**src/rtl/fetch_pkg.sv**
```systemverilog
// Shared types and constants for the instruction-fetch stage.
package fetch_pkg;

    // Fetch FSM: REQ issues a request, WAIT expects a word to keep,
    // DISCARD expects a word made stale by a redirect.
    typedef enum logic [1:0] {
        REQ     = 2'd0,
        WAIT    = 2'd1,
        DISCARD = 2'd2
    } fetch_state_t;

    // One buffered instruction together with the PC it was fetched from.
    typedef struct packed {
        logic [31:0] pc;
        logic [31:0] instr;
    } fetch_entry_t;

    localparam logic [31:0] INSTR_NOP = 32'h0000_0013;
    localparam logic [31:0] PC_STEP   = 32'd4;

endpackage : fetch_pkg

```
**src/rtl/fetch_queue.sv**
```systemverilog
// Small power-of-two FIFO of fetched instructions feeding decode.
// A flush empties it and overrides any same-cycle push or pop.
module fetch_queue
    import fetch_pkg::*;
#(
    parameter int DEPTH = 2,
    localparam int PTR_W = $clog2(DEPTH),
    localparam int CNT_W = $clog2(DEPTH + 1)
) (
    input  logic             clk,
    input  logic             rst_n,
    input  logic             push_i,
    input  logic             pop_i,
    input  logic             flush_i,
    input  fetch_entry_t     entry_i,
    output fetch_entry_t     head_o,
    output logic [CNT_W-1:0] count_o,
    output logic [CNT_W-1:0] count_next_o
);

    fetch_entry_t     mem_q [DEPTH];
    logic [PTR_W-1:0] wr_ptr_q;
    logic [PTR_W-1:0] rd_ptr_q;
    logic [CNT_W-1:0] count_q;
    logic [CNT_W-1:0] count_d;

    // Occupancy after this cycle's push/pop/flush; also exported for credit.
    always_comb begin
        if (flush_i) begin
            count_d = '0;
        end else begin
            count_d = count_q + CNT_W'(push_i) - CNT_W'(pop_i);
        end
    end

    // Storage write port.
    // NOTE: the entry array is deliberately not reset; head_o is masked to
    // zero whenever the queue is empty, so stale contents are never visible.
    always_ff @(posedge clk) begin
        if (push_i && !flush_i) begin
            mem_q[wr_ptr_q] <= entry_i;
        end
    end

    // Pointer and count bookkeeping; pointers wrap naturally at DEPTH.
    always_ff @(posedge clk or negedge rst_n) begin
        if (!rst_n) begin
            wr_ptr_q <= '0;
            rd_ptr_q <= '0;
            count_q  <= '0;
        end else if (flush_i) begin
            wr_ptr_q <= '0;
            rd_ptr_q <= '0;
            count_q  <= '0;
        end else begin
            if (push_i) wr_ptr_q <= wr_ptr_q + PTR_W'(1);
            if (pop_i)  rd_ptr_q <= rd_ptr_q + PTR_W'(1);
            count_q <= count_d;
        end
    end

    assign head_o       = (count_q != '0) ? mem_q[rd_ptr_q] : '0;
    assign count_o      = count_q;
    assign count_next_o = count_d;

endmodule : fetch_queue

```
**src/rtl/fetch_unit.sv**
```systemverilog
// Instruction-fetch stage: owns the PC, keeps at most one memory request in
// flight, buffers returned words for decode and handles execute redirects.
module fetch_unit
    import fetch_pkg::*;
#(
    parameter logic [31:0] RESET_PC    = 32'h0000_0000,
    parameter int          QUEUE_DEPTH = 2
) (
    input  logic        clk,
    input  logic        rst_n,
    output logic        imem_req_valid,
    input  logic        imem_req_ready,
    output logic [31:0] imem_req_addr,
    input  logic        imem_resp_valid,
    input  logic [31:0] imem_resp_data,
    input  logic        redirect_valid,
    input  logic [31:0] redirect_pc,
    output logic        instr_valid,
    input  logic        instr_ready,
    output logic [31:0] instr,
    output logic [31:0] instr_pc
);

    localparam int               CNT_W   = $clog2(QUEUE_DEPTH + 1);
    localparam logic [CNT_W-1:0] DEPTH_C = CNT_W'(QUEUE_DEPTH);

    fetch_state_t     state_q, state_d;
    logic [31:0]      pc_q, pc_d;
    logic [31:0]      req_pc_q, req_pc_d;
    logic             req_valid_q, req_valid_d;

    logic             req_fire;
    logic             q_push;
    logic             q_pop;
    fetch_entry_t     q_entry;
    fetch_entry_t     q_head;
    logic [CNT_W-1:0] q_count;
    logic [CNT_W-1:0] q_count_next;

    assign req_fire = req_valid_q && imem_req_ready;
    assign q_push   = (state_q == WAIT) && imem_resp_valid;
    assign q_pop    = instr_valid && instr_ready;
    assign q_entry  = '{pc: req_pc_q, instr: imem_resp_data};

    fetch_queue #(
        .DEPTH (QUEUE_DEPTH)
    ) u_queue (
        .clk          (clk),
        .rst_n        (rst_n),
        .push_i       (q_push),
        .pop_i        (q_pop),
        .flush_i      (redirect_valid),
        .entry_i      (q_entry),
        .head_o       (q_head),
        .count_o      (q_count),
        .count_next_o (q_count_next)
    );

    // Next-state logic: normal fetch sequencing, then redirect override.
    // NOTE: every variable gets a default at the top so no path leaves one
    // unassigned, which would otherwise infer a latch.
    always_comb begin
        state_d  = state_q;
        pc_d     = pc_q;
        req_pc_d = req_pc_q;

        unique case (state_q)
            REQ: begin
                if (req_fire) begin
                    req_pc_d = pc_q;
                    pc_d     = pc_q + PC_STEP;
                    state_d  = WAIT;
                end
            end
            WAIT, DISCARD: begin
                if (imem_resp_valid) state_d = REQ;
            end
            default: state_d = REQ;
        endcase

        // A redirect keeps the new PC un-incremented; any request already
        // accepted (or accepted this cycle) must have its word thrown away.
        if (redirect_valid) begin
            pc_d = redirect_pc & ~32'h3;
            if (state_q == REQ) begin
                state_d = req_fire ? DISCARD : REQ;
            end else begin
                state_d = imem_resp_valid ? REQ : DISCARD;
            end
        end

        // Only REQ has nothing outstanding, so credit reduces to queue room.
        req_valid_d = (state_d == REQ) && (q_count_next < DEPTH_C);
    end

    // FSM, PC and registered request-valid.
    // NOTE: sequential state uses non-blocking assignments so every flop
    // samples pre-edge values regardless of block evaluation order.
    always_ff @(posedge clk or negedge rst_n) begin
        if (!rst_n) begin
            state_q     <= REQ;
            pc_q        <= RESET_PC;
            req_pc_q    <= RESET_PC;
            req_valid_q <= 1'b0;
        end else begin
            state_q     <= state_d;
            pc_q        <= pc_d;
            req_pc_q    <= req_pc_d;
            req_valid_q <= req_valid_d;
        end
    end

    assign imem_req_valid = req_valid_q;
    assign imem_req_addr  = pc_q;
    assign instr_valid    = (q_count != '0);
    assign instr          = q_head.instr;
    assign instr_pc       = q_head.pc;

endmodule : fetch_unit

```
**config.mk**
```make
export PLATFORM = sky130hd
export DESIGN_NAME = fetch_unit
export DESIGN_NICKNAME = d
export VERILOG_FILES = /design/src/rtl/fetch_pkg.sv /design/src/rtl/fetch_queue.sv /design/src/rtl/fetch_unit.sv
export SDC_FILE = /design/constraint.sdc
export NUM_CORES = 1
export LEC_CHECK = 0
export BUFFER_PORTS_ARGS = -buffer_cell sky130_fd_sc_hd__buf_2
export CAP_MARGIN = 10
export CORE_MARGIN = 10
export CORE_UTILIZATION = 40
export CTS_CLUSTER_DIAMETER = 60
export DETAILED_ROUTE_END_ITERATION = 6
export GPL_TIMING_DRIVEN = 1
export PLACE_DENSITY = 0.66
export SYNTH_ARGS = -nofsm -noshare
export SYNTH_HDL_FRONTEND = slang
export SYNTH_SLANG_ARGS = --single-unit
```
**constraint.sdc**
```tcl
create_clock -name clk -period 5.2 [get_ports clk]
set_clock_uncertainty 0.1 [all_clocks]
set_input_delay 0.26 -clock clk [delete_from_list [all_inputs] [get_ports clk]]
set_output_delay 0.26 -clock clk [all_outputs]
set_load 0.1 [all_outputs]
```
# Word level (Yosys, flattened, before mapping)
# Memory sizes are Yosys's and may differ from the RTL's.
# Index checks and enable logic that the tools add are counted.
word_totals:
  in_bits: 70
  ram_bits: 128
  memories: 1
  ff_bits: 71
  out_inout_bits: 98
memory_table:
  columns: ["name", "depth", "width", "rd", "rd_clocked_by_memory_dff", "write_ports", "line", "text"]
  rows:
  - ["u_queue.mem_q", 2, 64, 1, 0, 1, "fetch_queue.sv:21", "fetch_entry_t mem_q [DEPTH];"]
op_classes:
  n_mux: 19
  eq_ne: 2
  addsub: 5
  n_lt_le_gt_ge: 1
  n_reduce_logical: 16
op_table:
  columns: ["operator", "count"]
  rows:
  - ["2-to-1 mux 32 bit", 3]
  - ["2-to-1 mux 64 bit", 1]
  - ["adder 32 x 3 -> 32 bit (second input constant)", 1]
  - ["2-to-1 mux 2 bit", 8]
  - ["nonzero test 2 bit", 5]
  - ["2-to-1 mux 1 bit", 6]
  - ["logical AND 1 bit", 5]
  - ["zero test 2 bit", 2]
  - ["case mux 2 bit (2 select lines)", 1]
  - ["AND reduction 2 bit", 2]
  - ["adder 1 bit (second input constant)", 2]
  - ["adder 2 x 1 -> 2 bit", 1]
  - ["== test 2 x 1 -> 1 bit (second input constant)", 1]
  - ["== test 2 bit (second input constant)", 1]
  - ["< comparator 2 bit (second input constant)", 1]
  - ["OR reduction 2 bit", 1]
  - ["subtractor 2 x 1 -> 2 bit", 1]
  - ["zero test 1 bit", 1]

# Logic depth before layout (Yosys ltp)
logic_depth:
  ltp_word: 7
  ltp_mapped: 9
  depth_no_buf: 9

# Cells and area by module
# From an unflattened synthesis, not the netlist that was laid out.
hier_totals:
  hier_cells: 583
  hier_area_um2: 8154.1
by_module_without_submodules:
  columns: ["mod", "instances", "area_each_um2", "cells_per_inst", "seq_area_each_um2"]
  rows:
  - ["fetch_queue", 1, 5061.1, 287, 3943.8]
  - ["fetch_unit", 1, 3093.0, 296, 1576.5]

# Worst setup path after synthesis
# Ideal clock, no wire load.
synth_path:
  kind: "in2reg"
  start: "input port redirect_valid"
  end: "memory u_queue.mem_q[0][0] in the netlist's numbering (enable)"
  arrival_time_ns: 4.914
  setup_ns: 0.559
  stages: 3
  path_slack_ns: -0.372
  path_buffers: 2
  cell_sequence: "clkbuf_1 > clkbuf_1 > nor3_1"
synth_via:
  elab_chain_cells: 4
synth_lines:
  columns: ["element", "line", "text"]
  rows:
  - ["from (decl)", "fetch_unit.sv:16", "input logic redirect_valid,"]
  - ["zero test 1 bit", "fetch_queue.sv:40", "if (push_i && !flush_i) begin"]
  - ["logical AND 1 bit", "fetch_queue.sv:40", null]
  - ["2-to-1 mux 1 bit", "fetch_queue.sv:40", null]
  - ["2-to-1 mux 1 bit (implied by the code)", "fetch_queue.sv:41", "mem_q[wr_ptr_q] <= entry_i;"]
  - ["to (decl)", "fetch_queue.sv:21", null]
# No other way between the ends.

# Worst setup path after layout
layout_path:
  start: "register u_queue.rd_ptr_q"
  end: "output port instr_pc[18]"
layout_via:
  elab_chain_cells: 2
layout_lines:
  columns: ["element", "line", "text"]
  rows:
  - ["from (decl)", "fetch_queue.sv:23", "logic [PTR_W-1:0] rd_ptr_q;"]
  - ["from (signal assigned)", "fetch_queue.sv:57", "if (pop_i) rd_ptr_q <= rd_ptr_q + PTR_W'(1);"]
  - ["memory read (2 x 64 bit)", null, null]
  - ["2-to-1 mux 64 bit", "fetch_queue.sv:62", "assign head_o = (count_q != '0) ? mem_q[rd_ptr_q] : '0;"]
  - ["to (decl)", "fetch_unit.sv:21", "output logic [31:0] instr_pc"]
# No other way between the ends.

==> impl_results.md <==
- Status: completed
- Die Y: 161 um
- Post-Synthesis Cell Area: 0.00795 mm^2
- Top post-synthesis cells by count: edfxtp_1 (124), nor2_1 (82), dfrtp_1 (67)
- Post-CTS Setup Inserts: 0
- Origin of the critical flop-to-flop path: state_q[1]$_DFF_PN0_
- Ys async rst share: 35.1%
- Area grow syn2layout: 28.3%
- Finished Layout Cells: 1,071
- DP HPWL: 12,200 um
- Nets: 870
- Seq cells post-synth: 191
- DR vias: 5,427
- Clock period minus worst slack: 2.87 ns
- Total CTS buffers: 17
- Top area cells in the synthesized netlist: edfxtp_1 (47%), dfrtp_1 (21%), mux2i_1 (7.9%)
- Leakage: 4.00 nW
- Yosys warning count: 0
- Register area share after synthesis: 67.9%
- Vias in the first global route: 5,720
- Most numerous cell in the Yosys netlist: edfxtp_1
- CTS clk-pin slew, worst paths: 0.07 ns
- RSZ-0062 raised after global routing: false
- Hold_sp: redirect_pc[27]
- DR iter-0 viols: 320
- Worst EP arrival: 2.51 ns
- Max_slew headroom: 23.0%
- DIE AREA: 0.0259 mm^2
- Period utilization: 55.1%
- GPL Wtd Cong: 0.775
- Clk sinks: 191
- WL final: 18,800 um
- Setup_tns: 0 ns
- Final Hold Slack: 0.0288 ns
- Final setup margin: 2.33 ns
- Starting Density: 40.7%
- Mean area per synthesized cell: 13.8 um^2
- Min-delay worst type: in -> reg
- Core ar.: 0.0195 mm^2
- Hold path depth: 3
- Post-layout util: 52.3%
- Pin count of the biggest net entering global routing: 68
- Library cells used by synthesis: 37
- Total global-route track usage: 14.6%
- GRT Residual Overflow: 0
- Fin. Hold Viols: 0
- CP max FO: 63
- Cell taking the most area after synthesis: edfxtp_1
- Post-cts hold buffer count: 60
- F_max: 0.349 GHz
- R2r worst-path depth: 6
- DRT antenna net count: 0
- Worst-margin pin slew: 1.16 ns
- H-tree levels: 4
- First-pass GRT wire length: 30,300 um
- Worst-skew pair later-pin latency: 0.43 ns
- Dpl cells: 979
- Antenna violations before repair: 0
- Synth top area share: 46.8%
- Ys flop type: edfxtp_1
- Crit start category: flip-flop
- I/O Buffers: 161
- WHS Endpoint: imem_req_addr[27]$_DFFE_PN0N_
- Flop-to-flop setup slack: 2.48 ns
- Crit path from: u_queue.rd_ptr_q$_DFFE_PN0P_
- TritonCTS clock tree: done
- Ports: 168
- VDD IR max: 0.399 mV
- FF-to-FF End: imem_req_addr[25]$_DFFE_PN0N_
- CTS Root Cell: clkbuf_16
- Cell Rows: 51
- First drt pass iteration count: 4
- Place WS: 2.51 ns
- Max Cap Violations: 0
- Crit path kind: reg -> out
- Slew Viols, Final: 0
- Cell area power density: 616 mW/mm^2
- Final count of negative-setup-slack endpoints: 0
- Die Span X: 161 um
- Wire per inst: 17.6 um
- Gate count of the mapped netlist: 578
- Share of cells above drive strength 1: 28.5%
- Post-CTS Resized: 0
- Vias per cell: 5.07
- CTS Buffer Depth: 2
- CP Data Required Time: 4.84 ns
- Ant. Diodes: 0
- Number of synthesized flops with an enable pin: 124
- CP Capture Type: output pin
- DR DRC count: 0
-- layer usage --
metal	track usage [%]	routed length, um	vias up
li1	-	-	2567
met1	17.3	8060	2663
met2	24.6	9250	170
met3	4.65	1220	27
met4	4.63	306	0
met5	0	0	-
-- power by group --
part	internal, mW	switching [mW]	total (mW)
sequential	1.89	0.252	2.14
clock	0.762	0.552	1.31
combinational	0.574	2.25	2.82
total	3.23	3.05	6.28
-- through the flow --
step | power, mW | cell area (um^2)
4_1_cts | 6.35 | 10200
2_1_floorplan | 4.45 | 7970
6_report | 6.28 | 10200
3_5_place_dp | 4.99 | 9010
5_1_grt | 6.55 | 10200
3_3_place_gp | 4.94 | 9010
-- state kept, by name, indices dropped and copies added, names as in the netlist --
signal,cells
u_queue.mem_q,124
imem_req_addr,30
req_pc_q,30
state_q,2
u_queue.count_o,2
imem_req_valid,1
u_queue.rd_ptr_q,1
u_queue.wr_ptr_q,1
-- worst max-delay path: stages (launching register included) --
cell and delay [ns]:
dfrtp_4 1.14, mux2i_1 0.20, nor2_1 0.16, buf_2 0.46
-- worst max-delay path by stage --
stage | endpoint | cells past startpoint
4_1_cts | instr_pc[24] | 3
6_report | instr_pc[18] | 3
3_3_place_gp | imem_req_addr[21]$_DFFE_PN0N_ | 6
3_5_place_dp | imem_req_addr[21]$_DFFE_PN0N_ | 6
2_1_floorplan | u_queue.mem_q[0][0]$_DFFE_PP_ | 3
5_1_grt | instr_pc[18] | 3
-- cell usage in the layout (no fill, tap or decap), types with 3 or more instances in the layout --
cell and count:
a31oi_1 15, and2_1 4, and3_1 7, and4_1 4, buf_2 161, buf_4 6
bufinv_16 3, clkbuf_1 3, clkbuf_16 17, conb_1 4, dfrtp_1 66, dlygate4sd3_1 60
edfxtp_1 124, ha_1 7, inv_1 8, inv_6 3, mux2_2 28, mux2i_1 63
nand2_1 31, nand3_1 12, nand4_1 9, nor2_1 81, nor3_1 3, o21ai_0 16
o31ai_1 14, or4_1 16, xnor2_1 6, xor2_1 8
-- cell type report --
type	count	area, um^2
inverter	9	33.8
fill	1716	9320
tap	265	332
timing repair buffer	227	1450
clock buffer	20	437
sequential	191	5400
clock inverter	12	156
multi-input combinational	347	2390
-- cell families after synthesis --
family          after synthesis  synth area share, %
flops                       191                 67.9
mux                          91                 11.9
xor+xnor                     14                 1.54
fa+ha+maj                     7                 1.10
simple gates                178                 10.8
compound gates               53                 4.26
buf+inv                      43                 2.41
other cells                   1               0.0472
Power figures use the tool's default switching activity.
